<file path="config.mk">
export PLATFORM = sky130hd
export DESIGN_NAME = launch_sequencer
export DESIGN_NICKNAME = d
export VERILOG_FILES = /design/src/rtl/launch_pkg.sv /design/src/rtl/seq_timer.sv /design/src/rtl/launch_sequencer.sv
export SDC_FILE = /design/constraint.sdc
export NUM_CORES = 1
export LEC_CHECK = 0
export CAP_MARGIN = 10
export CORE_MARGIN = 2
export CORE_UTILIZATION = 45
export DETAILED_ROUTE_END_ITERATION = 6
export GPL_ROUTABILITY_DRIVEN = 0
export PLACE_DENSITY = 0.79
export SYNTH_ARGS = -nofsm -noshare
export SYNTH_HDL_FRONTEND = slang
export SYNTH_SLANG_ARGS = --single-unit
export TNS_END_PERCENT = 50
</file>
<file path="constraint.sdc">
create_clock -name clock -period 7.5 [get_ports clock]
set_input_delay 1.125 -clock clock [delete_from_list [all_inputs] [get_ports clock]]
set_output_delay 1.125 -clock clock [all_outputs]
set_load 0.05 [all_outputs]
</file>
<file path="src/rtl/launch_pkg.sv">
// Shared launch definitions: sequencer state encodings and command limits.
// pwm_controller uses the same limits.
package launch_pkg;

  typedef enum logic [2:0] {
    StIdle    = 3'd0,
    StAim     = 3'd1,
    StSpin    = 3'd2,
    StRelease = 3'd3,
    StCool    = 3'd4
  } seq_state_e;

  localparam logic [31:0] ANGLE_MAX = 32'd180;
  localparam logic [31:0] VEL_MAX   = 32'd100;

  // Unsigned saturation to an upper limit.
  function automatic logic [31:0] clamp_u32(input logic [31:0] val, input logic [31:0] max);
    return (val > max) ? max : val;
  endfunction

endpackage

</file>
<file path="src/rtl/seq_timer.sv">
// Loadable down-counter that times each launch phase; zero flags expiry.
module seq_timer #(
  parameter int unsigned CNT_W = 32
) (
  input  logic             clock,
  input  logic             reset,
  input  logic             load,
  input  logic [CNT_W-1:0] load_val,
  input  logic             clear,
  output logic             zero
);

  logic [CNT_W-1:0] cnt_q, cnt_d;

  always_comb begin
    cnt_d = cnt_q;
    if (clear) begin
      cnt_d = '0;
    end else if (load) begin
      cnt_d = load_val;
    end else if (cnt_q != '0) begin
      cnt_d = cnt_q - CNT_W'(1);
    end
  end

  always_ff @(posedge clock) begin
    if (reset) begin
      cnt_q <= '0;
    end else begin
      cnt_q <= cnt_d;
    end
  end

  assign zero = (cnt_q == '0);

endmodule

</file>
<file path="src/rtl/launch_sequencer.sv">
// Sequences one launch: aim settle, motor spin-up, arm release, cooldown.
// Commands are latched at phase transitions only and all outputs are registered.
module launch_sequencer
  import launch_pkg::*;
#(
  parameter int unsigned AIM_CYCLES     = 25_000_000,
  parameter int unsigned SPIN_CYCLES    = 50_000_000,
  parameter int unsigned RELEASE_CYCLES = 10_000_000,
  parameter int unsigned COOL_CYCLES    = 25_000_000,
  parameter int unsigned CNT_W          = 32
) (
  input  logic        clock,
  input  logic        reset,
  input  logic        fire,
  input  logic        abort,
  input  logic [31:0] angle,
  input  logic [31:0] velocity,
  output logic [31:0] theta_cmd,
  output logic [31:0] motor_cmd,
  output logic        arm_release,
  output logic        busy,
  output logic        launch_done,
  output logic [2:0]  seq_state
);

  localparam logic [CNT_W-1:0] AimLoad     = CNT_W'(AIM_CYCLES - 1);
  localparam logic [CNT_W-1:0] SpinLoad    = CNT_W'(SPIN_CYCLES - 1);
  localparam logic [CNT_W-1:0] ReleaseLoad = CNT_W'(RELEASE_CYCLES - 1);
  localparam logic [CNT_W-1:0] CoolLoad    = CNT_W'(COOL_CYCLES - 1);

  seq_state_e       state_q, state_d;
  logic             fire_q;
  logic [31:0]      theta_q, theta_d;
  logic [31:0]      motor_q, motor_d;
  logic             arm_q, arm_d;
  logic             done_q, done_d;
  logic             tmr_load, tmr_clear, tmr_zero;
  logic [CNT_W-1:0] tmr_val;
  logic             fire_edge;

  assign fire_edge = fire & ~fire_q;

  seq_timer #(
    .CNT_W(CNT_W)
  ) u_seq_timer (
    .clock   (clock),
    .reset   (reset),
    .load    (tmr_load),
    .load_val(tmr_val),
    .clear   (tmr_clear),
    .zero    (tmr_zero)
  );

  always_comb begin
    state_d   = state_q;
    theta_d   = theta_q;
    motor_d   = motor_q;
    arm_d     = arm_q;
    done_d    = 1'b0;
    tmr_load  = 1'b0;
    tmr_val   = '0;
    tmr_clear = 1'b0;

    // Abort outranks fire and any phase expiry; theta stays where it was aimed.
    if (state_q != StIdle && abort) begin
      state_d   = StIdle;
      motor_d   = '0;
      arm_d     = 1'b0;
      tmr_clear = 1'b1;
    end else begin
      case (state_q)
        StIdle: begin
          if (fire_edge && !abort) begin
            state_d  = StAim;
            theta_d  = clamp_u32(angle, ANGLE_MAX);
            motor_d  = '0;
            tmr_load = 1'b1;
            tmr_val  = AimLoad;
          end
        end
        StAim: begin
          if (tmr_zero) begin
            state_d  = StSpin;
            motor_d  = clamp_u32(velocity, VEL_MAX);
            tmr_load = 1'b1;
            tmr_val  = SpinLoad;
          end
        end
        StSpin: begin
          if (tmr_zero) begin
            state_d  = StRelease;
            arm_d    = 1'b1;
            tmr_load = 1'b1;
            tmr_val  = ReleaseLoad;
          end
        end
        StRelease: begin
          if (tmr_zero) begin
            state_d  = StCool;
            arm_d    = 1'b0;
            motor_d  = '0;
            tmr_load = 1'b1;
            tmr_val  = CoolLoad;
          end
        end
        StCool: begin
          if (tmr_zero) begin
            state_d = StIdle;
            done_d  = 1'b1;
          end
        end
        default: begin
          state_d   = StIdle;
          motor_d   = '0;
          arm_d     = 1'b0;
          tmr_clear = 1'b1;
        end
      endcase
    end
  end

  always_ff @(posedge clock) begin
    if (reset) begin
      state_q <= StIdle;
      fire_q  <= 1'b1;
      theta_q <= '0;
      motor_q <= '0;
      arm_q   <= 1'b0;
      done_q  <= 1'b0;
    end else begin
      state_q <= state_d;
      fire_q  <= fire;
      theta_q <= theta_d;
      motor_q <= motor_d;
      arm_q   <= arm_d;
      done_q  <= done_d;
    end
  end

  assign theta_cmd   = theta_q;
  assign motor_cmd   = motor_q;
  assign arm_release = arm_q;
  assign busy        = (state_q != StIdle);
  assign launch_done = done_q;
  assign seq_state   = state_q;

endmodule

</file>
# Word level (Yosys, flattened, before mapping)
# Index checks and enable logic that the tools add are counted.
[op_classes]
n_addsub = 1
n_lt_le_gt_ge = 2
n_eq_ne = 9
n_mux = 29
bitwise = 6
reduce_logical = 19
[ops]
columns = ["cell", "n"]
rows = [
  ["two-way mux 32 bit", 7],
  ["case mux 32 bit (4 select lines)", 1],
  ["case mux 26 bit (4 select lines)", 1],
  ["two-way mux 26 bit", 2],
  ["two-way mux 25 bit", 2],
  ["greater-than comparator 32 x 7 -> 1 bit (second input constant)", 1],
  ["greater-than comparator 32 x 8 -> 1 bit (second input constant)", 1],
  ["logical NOT 32 bit", 1],
  ["nonzero test 32 bit", 1],
  ["subtractor 32 x 1 -> 32 bit (second input constant)", 1],
  ["two-way mux 24 bit", 1],
  ["two-way mux 3 bit", 5],
  ["case mux 3 bit (5 select lines)", 1],
  ["!= test 2 bit (second input constant)", 5],
  ["OR reduction 3 bit", 3],
  ["two-way mux 1 bit", 7],
  ["== test 3 x 2 -> 1 bit (second input constant)", 2],
  ["AND reduction 3 bit", 2],
  ["OR reduction 2 bit", 3],
  ["inverter 1 bit", 5],
  ["AND reduction 5 bit", 1],
  ["OR reduction 5 bit", 1],
  ["AND reduction 4 bit", 1],
  ["== test 3 x 1 -> 1 bit (second input constant)", 1],
  ["9 further kinds", 10],
]
[totals]
ff_bits = 102
input_bits = 68
output_inout_bits = 70
elab_cells = 73

# Depth between registers and ports, before layout
# Gate-level depths: netlist of the first run.
[depth]
depth_word = 7
mapped_depth = 10
ltp_nobuf = 8

# Cells and area by module
# From an unflattened synthesis of the first run, not the netlist that was laid out.
[hier_totals]
cells_unflattened = 462
hier_area_um2 = 4246.6
[modules_own_cells]
columns = ["module", "instances", "cells_per_inst", "area_each_um2"]
rows = [
  ["launch_sequencer", 1, 238, 2483.6],
  ["seq_timer", 1, 224, 1762.9],
]

# Least setup slack after synthesis of the first run
# Ideal clock, no wire load.
[synth_timing]
path_type = "reg-to-reg"
startpoint = "reg state_q[0], in the netlist seq_state[0]"
endpoint = "reg u_seq_timer.cnt_q[12]"
setup_time_ps = 136
arrival_time_ps = 2881
required_time_ps = 7364
setup_slack_ps = 4483
stages_incl_launch_ff = 11
path_buffers = 4
path_cell_list = "dfxtp_1 > clkbuf_1 > or3_1 > clkbuf_1 > nor2_1 > or4_4 > buf_6 > or2_4 > nand2_8 > buf_8 > a21oi_1"
[synth_rtl]
columns = ["element", "line_no", "rtl"]
rows = [
  ["start: declaration", "launch_sequencer.sv:31", "seq_state_e state_q, state_d;"],
  ["start signal: assignment", "launch_sequencer.sv:124", "state_q <= StIdle;"],
  ["start signal: assignment", "launch_sequencer.sv:131", "state_q <= state_d;"],
  ["nonzero test 3 bit *", "--", ""],
  ["net busy", "launch_sequencer.sv:21", "output logic busy,"],
  ["logical AND 1 bit *", "launch_sequencer.sv:65", "if (state_q != StIdle && abort) begin"],
  ["two-way mux 26 bit / two-way mux 1 bit (equally long branches)", "launch_sequencer.sv:65", ""],
  ["two-way mux 32 bit, or another cell as far along", "seq_timer.sv:19", "end else if (load) begin"],
  ["end signal: assignment", "seq_timer.sv:30", "cnt_q <= cnt_d;"],
  ["end: declaration", "seq_timer.sv:13", "logic [CNT_W-1:0] cnt_q, cnt_d;"],
]
# Mark *: on every way through the listed nets, which the timed path passes. The rest lies on a longest branch.
# A chain may end at the register's enable or synchronous reset.

# Worst setup path in the final report of the first run
[layout_timing]
startpoint = "reg state_q[1], in the netlist seq_state[1]"
endpoint = "out busy"
[layout_via]
elab_chain_len = 1
[layout_rtl]
columns = ["element", "line_no", "rtl"]
rows = [
  ["nonzero test 3 bit", "launch_sequencer.sv:143", "assign busy = (state_q != StIdle);"],
  ["end: declaration", "launch_sequencer.sv:21", ""],
]
# No other way between the ends.

==> metrics.md, run 1 <==
| Metric | Value |
|---|---|
| Max Cap Viol | `0` |
| RSZ-0062 raised after global routing | `no` |
| 1st-pass router iterations | `4` |
| Slew headroom | `27.5%` |
| Setup crit start kind | `register` |
| Top-count cell post-synth | `dfxtp_1` |
| Die area | `9800 sq um` |
| Nets | `642` |
| Area leader, netlist | `dfxtp_1` |
| Hold_sp | `theta_cmd[6]` |
| Critical path class | `register to output pin` |
| Most used DFF post-synth | `dfxtp_1` |
| Final instance area | `5680 sq um` |
| Synthesis-to-finish area growth | `39.9%` |
| Post-CTS setup buffers | `0` |
| Core Util, Final | `65.1%` |
| 1st-iter DRT viols | `between 200 and 250` |
| Yosys cell types | `50` |
| Final ANT Viol Nets | `0` |
| Pin count of the biggest net entering global routing | `33` |
| # setup viols final | `0` |
| Number of buffers created by CTS | `9` |
| EDFF count, synth | `0` |
| Critical path arrival | `2130 ps` |
| First-pass GRT wire length | `16.3 mm` |
| Critical path, cell by cell | `or3_1 > clkdlybuf4s50_1` |
| Share of cells above drive strength 1 | `5.36%` |
| Grt total ovfl | `0` |
| Critical path launch point | `seq_state[1]` |
| Worst r2r src | `u_seq_timer.cnt_q[20]` |
| Worst-Margin Slew | `between 1000 and 1500 ps` |
| CP Max Fanout | `16` |
| Clk_skew | `14.2 ps` |
| Cells after synthesis | `about 440` |
| Starting Density | `between 40 and 50%` |
| HP Class | `register to register` |
| Clk sinks | `102` |
| Vias in the first global route | `3612` |
| Mapped Nets | `just over 500` |
| Yosys warning count | `0` |
| Total core area | `8720 sq um` |
| Status | `finished clean` |
| PwrDens | `266 nW/um^2` |
| Sequential area share after synthesis | `50.3%` |
| Remaining DRCs | `0` |
| Global-route usage over all layers | `20.3%` |
| Hold buffers post-CTS | `0` |
| CTS tree | `done` |
| Max Buffers Root-to-Sink | `2` |
| Wire per inst | `14.9 um` |
| Slew Limit Fails | `0` |
| Syn Std Cell Area | `about 4100 sq um` |
| Crit-path slowest cell | `clkdlybuf4s50_1` |
| Die Span X | `99.0 um` |
| Leakage power total | `2.10 nW` |
| CTS clock-pin slew for the worst setup and hold paths | `~110 ps` |
| #FFs+latches synth | `102` |
| Die H | `99.0 um` |
| CP required | `6380 ps` |
| Root Buffer Master | `clkbuf_8` |
| Synth area leaders | `dfxtp_1 (50%), and2_1 (7.7%), nor2_1 (3.9%), a21oi_1 (3.3%), nor4_1 (3.2%)` |
| Post-placement cell area | `approximately 5500 sq um` |
| HPWL reported at the end of detailed placement | `7.66 mm` |
| Top cells by count, synth | `dfxtp_1 (102), and2_1 (50), nor2_1 (42)` |
| Tcrit/Tclk final | `43.4%` |
| Worst-Skew Late Latency | `approximately 370 ps` |
| Max VDD drop | `0.180 mV` |
| Initial antenna violation count | `0` |
| Antenna Cells | `0` |
| # IOs | `138` |
| Fmax | `slightly above 300 MHz` |
| CP endpoint kind | `output pin` |
| H-tree levels | `3` |
| FFs w/ async S/R, synth | `0%` |
| Fill cells | `689` |
| Fin Setup TNS | `0 ps` |
| PortBufs | `roughly 140` |
| Site row count | `34` |
| Vias per inst | `5.34` |
| Hold Fails Final Rpt | `0` |
| Mean area per synthesized cell | `9.14 sq um` |
| DR vias | `3665` |
| Cts repair resizes | `0` |
| Final WL | `10.2 mm` |
| Worst stage delay on the critical path | `850 ps` |
| Area share of the largest cell type after synthesis | `approximately half` |
| Tmin final | `~3300 ps` |
[where the power goes]
| group | switching [mW] | internal, mW | total, mW |
|---|---|---|---|
| clock | 0.208 | 0.132 | 0.339 |
| sequential | 0.0597 | 0.596 | 0.655 |
| combinational | 0.300 | 0.214 | 0.514 |
[registers in the layout, summed over array words and instances, names as in the netlist]
| register | cells |
|---|---|
| fire_q | 1 |
| u_seq_timer.cnt_q | 32 |
| launch_done | 1 |
| theta_cmd | 32 |
| motor_cmd | 32 |
| seq_state | 3 |
| arm_release | 1 |
[final timing paths]
kind	depth (start not counted)	endpoint	slack, ps
min reg2reg	2	theta_cmd[6]	470
max reg2reg	7	motor_cmd[1]	4290
max	2	busy	4250
min	2	theta_cmd[6]	470
[per-layer routing]
layer,part of all wire (%),track usage (%),vias to the layer above
met1,43,24.2,1727
li1,-,-,1814
met5,0,0,-
met4,1.3,5.27,0
met2,48,33.2,108
met3,8.5,9.22,16
[cell families after synthesis]
logic type | count (synthesis) | share of synthesized area (%)
AO/OA/AOI/OAI | 71 | 11.2
XOR/XNOR | 25 | 5.39
flip-flops | 102 | 50.3
adder cells (fa/ha/maj) | 1 | 0.308
buffers and inverters | 27 | 3.02
AND/OR/NAND/NOR | 218 | 29.7
[layout by cell type (no fill, tap or decap), types with 10 or more instances in the layout]
| master | instances |
|---|---|
| a21oi_1 | 27 |
| and2_1 | 50 |
| clkdlybuf4s50_1 | 137 |
| dfxtp_1 | 102 |
| nand2_1 | 32 |
| nand4_1 | 10 |
| nor2_1 | 42 |
| nor3_1 | 19 |
| nor4_1 | 21 |
| xnor2_1 | 10 |
| xor2_1 | 15 |
[through the flow]
step,power [mW],instances,setup slack [ps],hold WS (ps)
finish,1.51,686,4250,466
global route,1.60,686,4030,485
CTS,1.51,686,4230,466
detailed placement,1.17,670,3900,443
global placement,1.16,670,4030,441
floorplan,1.06,444,4480,451
[worst max-delay path, delay by kind of cell (launching register included)]
kind | cells | cell delay [ps]
buffers and inverters | 1 | 850
DFF | 1 | 650
and+or+nand+nor | 1 | 260
[cell type report]
cell class,count,area (sq um),area share (%)
clock buffers,9,124,2.18
repair buffers,139,1390,24.4
inverters,6,22.5,0.397
well taps,108,135,2.38
flip-flops and latches,102,2040,36.0
multi-input cells,315,1890,33.4
clock inverters,7,72.6,1.28
No activity file was read; power rests on OpenSTA's default activity.
==> run 2: changes to the inputs <==
CORE_UTILIZATION = 41   (was 45)
PLACE_DENSITY = 0.76   (was 0.79)
clock period = 2.6 ns   (was 7.5 ns; I/O delays follow)
==> metrics.md, run 2 (synthesized netlist as in run 1, its figures left out) <==
| Metric | Value |
|---|---|
| Root Buffer Master | `clkbuf_8` |
| Leakage power total | `2.24 nW` |
| Most frequent cells in the layout | `clkdlybuf4s50_1 (137), dfxtp_1 (99), and2_1 (50), nor2_1 (41), nand2_1 (31)` |
| 1st-iter DRT viols | `194` |
| Worst-Margin Slew | `~1100 ps` |
| Max Buffers Root-to-Sink | `2` |
| HPWL reported at the end of detailed placement | `just over 8 mm` |
| Critical path launch point | `u_seq_timer.cnt_q[23]` |
| CTS clock-pin slew for the worst setup and hold paths | `~110 ps` |
| Fin Setup TNS | `0 ps` |
| Remaining DRCs | `0` |
| Vias in the first global route | `3682` |
| Starting Density | `41.9%` |
| Reg2reg setup slack | `40 ps` |
| Clk sinks | `102` |
| Worst-Skew Late Latency | `roughly 370 ps` |
| Vias per inst | `5.09` |
| Slew headroom | `27.4%` |
| Crit-path slowest cell | `or4_4` |
| DR vias | `3765` |
| DP Worst Slack | `about 21 ps` |
| Hold Slack | `459 ps` |
| Slew Limit Fails | `0` |
| Reg2reg path depth | `6` |
| Critical path, cell by cell | `or4_4 > or4_4 > or4_4 > or2_4 > nand2_4 > a21oi_1` |
| Worst r2r src | `u_seq_timer.cnt_q[23]` |
| Number of buffers created by CTS | `9` |
| Critical path arrival | `approximately 2800 ps` |
| Max VDD drop | `0.445 mV` |
| CP endpoint kind | `register` |
| First-pass GRT wire length | `approximately 17 mm` |
| RSZ-0062 raised after global routing | `yes` |
| Tmin final | `2560 ps` |
| Synthesis-to-finish area growth | `47.3%` |
| Core Util, Final | `61.8%` |
| 1st-pass router iterations | `4` |
| Grt total ovfl | `0` |
| Pwr Total | `4.68 mW` |
| Fmax | `around 400 MHz` |
| Pin count of the biggest net entering global routing | `25` |
| Site row count | `36` |
| Worst stage delay on the critical path | `around 580 ps` |
| Fill cells | `804` |
| Die H | `103 um` |
| Antenna Cells | `0` |
| Most common cell after layout, fill and taps aside | `clkdlybuf4s50_1` |
| Die area | `about 11000 sq um` |
| Wire per inst | `14.4 um` |
| Crit Reg-Reg Endpoint | `u_seq_timer.cnt_q[22]` |
| # setup viols final | `0` |
| Total core area | `roughly 9700 sq um` |
| Share of cells above drive strength 1 | `12.2%` |
| Cell mode on critical path | `or4_4` |
| Status | `finished clean` |
| Setup crit start kind | `register` |
| Die Span X | `103 um` |
| Setup crit end | `u_seq_timer.cnt_q[22]` |
| Hold Fails Final Rpt | `0` |
| Final WL | `between 10 and 15 mm` |
| CP required | `2840 ps` |
| Critical path class | `register to register` |
| Nets | `671` |
| Multi-input gate area | `just under 2000 sq um` |
| # IOs | `138` |
| CP Max Fanout | `8` |
| CTS tree | `done` |
| Setup ws final | `42.0 ps` |
| Tcrit/Tclk final | `between 90% and 100%` |
| H-tree levels | `3` |
| Global-route usage over all layers | `19.9%` |
| FF/Latch Area | `slightly above 2000 sq um` |
| Clk_skew | `11.1 ps` |
| PortBufs | `137` |
| Initial antenna violation count | `0` |
| Max Cap Viol | `0` |
| Hold buffers post-CTS | `0` |
| Final ANT Viol Nets | `0` |
| HP Class | `register to register` |
| PwrDens | `782 nW/um^2` |
## run 2: cell types whose count changed in the layout (fill, tap and decap cells not counted), sizes merged
cell / before / now
buf: 2 / 30
clkinvlp: 0 / 1
inv: 10 / 9
nand2: 33 / 34
## run 2: timing repair
| action | 4_1_cts | 5_1_grt |
|---|---|---|
| setup endpoints to repair | 0 | 50 |
| resized for setup | 0 | 13 |
| buffers inserted | 0 | 1 |
## run 2: worst min path at each step
stage,slack (ps),cells past startpoint,startpoint,to
detailed placement,440,1,motor_cmd[27],motor_cmd[27]
global route,480,1,theta_cmd[19],theta_cmd[19]
finish,460,2,theta_cmd[1],theta_cmd[1]
CTS,460,2,theta_cmd[1],theta_cmd[1]
floorplan,460,2,u_seq_timer.cnt_q[26],u_seq_timer.cnt_q[26]
global placement,440,1,theta_cmd[27],theta_cmd[27]
## run 2: through the flow
step                      std cells  instance area, sq um
after detailed placement        722                  5720
after global routing            740                  5980
after CTS                       738                  5910
final                           740                  5980
after floorplan                 444                  4070
after global placement          722                  5720
## run 2: cell type report
cell class,instances,share of cell area [%]
clock buffer,9,2.07
clock inverter,7,1.11
inverter,6,0.377
multi-input combinational,316,32.6
sequential,102,34.2
tap,133,2.78
timing repair buffer,167,26.8
## run 2: layer usage
| metal | share of wire (%) | global-route usage (%) |
|---|---|---|
| met4 | 3.0 | 9.51 |
| met1 | 43 | 24.8 |
| met2 | 46 | 30.4 |
| met5 | 0 | 0 |
| met3 | 7.9 | 7.66 |
## run 2: worst max-delay path, delay by kind of cell (launching register included)
kind	cells	cell delay, ps
compound gates	1	60
flops	1	340
simple gates	5	2030
## run 2: power breakdown
part | internal [mW] | switching [mW] | leakage (nW)
Sequential | 1.72 | 0.154 | 0.827
Combinational | 0.883 | 0.962 | 1.32
Clock | 0.370 | 0.589 | 0.0949
Total | 2.97 | 1.70 | 2.24
==> run 3: changes to the inputs <==
CORE_UTILIZATION = 40   (was 41)
CTS_CLUSTER_DIAMETER = 80   (was unset)
PLACE_DENSITY = 0.75   (was 0.76)
==> metrics.md, run 3 (synthesized netlist as in run 1, its figures left out) <==
| Metric | Value |
|---|---|
| Critical path, cell by cell | `or4_4 > or4_4 > or4_2 > nor4b_1 > xnor2_1 > nor2_1` |
| Critical path class | `register to register` |
| # setup viols final | `0` |
| Max VDD drop | `0.358 mV` |
| Slew headroom | `31.2%` |
| Buf/Inv on CP | `0` |
| Pwr Total | `~4.7 mW` |
| Combinational group share of total power | `37.2%` |
| CTS clock-pin slew for the worst setup and hold paths | `100 ps` |
| HPWL reported at the end of detailed placement | `8.22 mm` |
| DR vias | `3774` |
| Antenna Cells | `0` |
| Critical path arrival | `2810 ps` |
| Die Span X | `105 um` |
| Worst-Skew Late Latency | `360 ps` |
| Share of cells above drive strength 1 | `11.0%` |
| Root Buffer Master | `clkbuf_8` |
| Max Cap Viol | `0` |
| Max Buffers Root-to-Sink | `2` |
| Most frequent cells in the layout | `clkdlybuf4s50_1 (137), dfxtp_1 (98), and2_1 (50), nor2_1 (39), nand2_1 (31)` |
| Site row count | `36` |
| Leakage power total | `roughly 2.2 nW` |
| Remaining DRCs | `0` |
| Switching share of power | `36.3%` |
| RSZ-0062 raised after global routing | `yes` |
| Internal power | `2.98 mW` |
| Most common cell after layout, fill and taps aside | `clkdlybuf4s50_1` |
| Status | `finished clean` |
| Hold buffers post-CTS | `0` |
| Vias per inst | `5.15` |
| Die area | `11000 sq um` |
| Pin count of the biggest net entering global routing | `25` |
| H-tree levels | `3` |
| CP required | `roughly 2900 ps` |
| Starting Density | `41.3%` |
| Tmin final | `2550 ps` |
| CP Max Fanout | `6` |
| Tcrit/Tclk final | `98.2%` |
| 1st-pass router iterations | `4` |
| Setup crit start kind | `register` |
| Initial antenna violation count | `0` |
| Clk_skew | `roughly 14 ps` |
| Synthesis-to-finish area growth | `46.4%` |
| Crit path max-delay family | `simple AND/OR/NAND/NOR gates` |
| Worst-Margin Slew | `1030 ps` |
| Final ANT Viol Nets | `0` |
| Clock power frac | `22.6%` |
| Worst stage delay on the critical path | `680 ps` |
| Total core area | `9820 sq um` |
| Number of buffers created by CTS | `9` |
| Core Util, Final | `60.5%` |
| HP Class | `register to register` |
| Cell mode on critical path | `or4_4` |
| Grt total ovfl | `0` |
| First-pass GRT wire length | `about 18 mm` |
| Final WL | `about 11 mm` |
| Global-route usage over all layers | `19.8%` |
| Die H | `105 um` |
| CP endpoint kind | `register` |
| Nets | `664` |
| CTS tree | `done` |
| Seq pwr share | `40.2%` |
| Crit-path slowest cell | `or4_2` |
| Fmax | `between 300 and 400 MHz` |
| Hold Fails Final Rpt | `0` |
| PwrDens | `787 nW/um^2` |
| Wire per inst | `14.9 um` |
| 1st-iter DRT viols | `117` |
| # IOs | `138` |
| Slew Limit Fails | `0` |
| Clk sinks | `102` |
| P_sw | `1.70 mW` |
| PortBufs | `137` |
| Vias in the first global route | `3826` |
run 3: repair_timing:
item                                    in CTS  in global routing
cloned                                       0                  1
resized for setup                            0                 11
endpoints found under the setup margin       1                 51
pin swaps                                    1                  0
endpoints found under the hold margin        0                  0
setup buffers                                0                  0
run 3: area by class of cell:
cell class | instances | area, sq um
clock inverter | 7 | 86.3
multi-input combinational | 316 | 1940
fill | 879 | 3880
sequential | 102 | 2050
timing repair buffer | 160 | 1560
clock buffer | 9 | 124
tap | 133 | 166
inverter | 6 | 22.5
run 3: worst register-to-register path, cell delays in order, from the launching register on:
cell     delay, ps
dfxtp_2        350
or4_4          530
or4_4          490
or4_2          680
nor4b_1        190
xnor2_1        150
nor2_1          50
run 3: layer usage:
metal / vias to the layer above / wire [um] / GRT usage, %
met2: 97 / 5360 / 34.1
li1: 1854 / - / -
met1: 1797 / 4630 / 23.5
met5: - / 0 / 0
met3: 26 / 699 / 5.80
met4: 0 / 258 / 6.86
run 3: power by group through the flow:
stage	Sequential [mW]	Clock [mW]	Combinational (mW)
2_1_floorplan	1.90	0	1.21
3_3_place_gp	1.90	0	1.59
3_5_place_dp	1.90	0	1.64
4_1_cts	1.87	1.07	1.66
5_1_grt	1.90	1.13	1.91
6_report	1.88	1.06	1.74
run 3: worst paths after layout:
| check | end | slack (ps) | cells after the start | start |
|---|---|---|---|---|
| worst max register to register | u_seq_timer.cnt_q[28] | 50 | 6 | u_seq_timer.cnt_q[23] |
| worst max-delay path | u_seq_timer.cnt_q[28] | 50 | 6 | u_seq_timer.cnt_q[23] |
| worst min register to register | theta_cmd[1] | 460 | 2 | theta_cmd[1] |
| worst min-delay path | theta_cmd[1] | 460 | 2 | theta_cmd[1] |
run 3: through the flow:
step / cells / worst slack (ps) / hold slack (ps) / area [sq um] / setup TNS, ps
after floorplan: 444 / -102 / 456 / 4070 / -1000
after global placement: 716 / 31.6 / 441 / 5690 / 0
after detailed placement: 716 / 5.65 / 443 / 5690 / 0
after CTS: 732 / 1.49 / 467 / 5900 / 0
after global routing: 733 / -13.1 / 480 / 5940 / -17.7
final: 733 / 48.0 / 462 / 5940 / 0
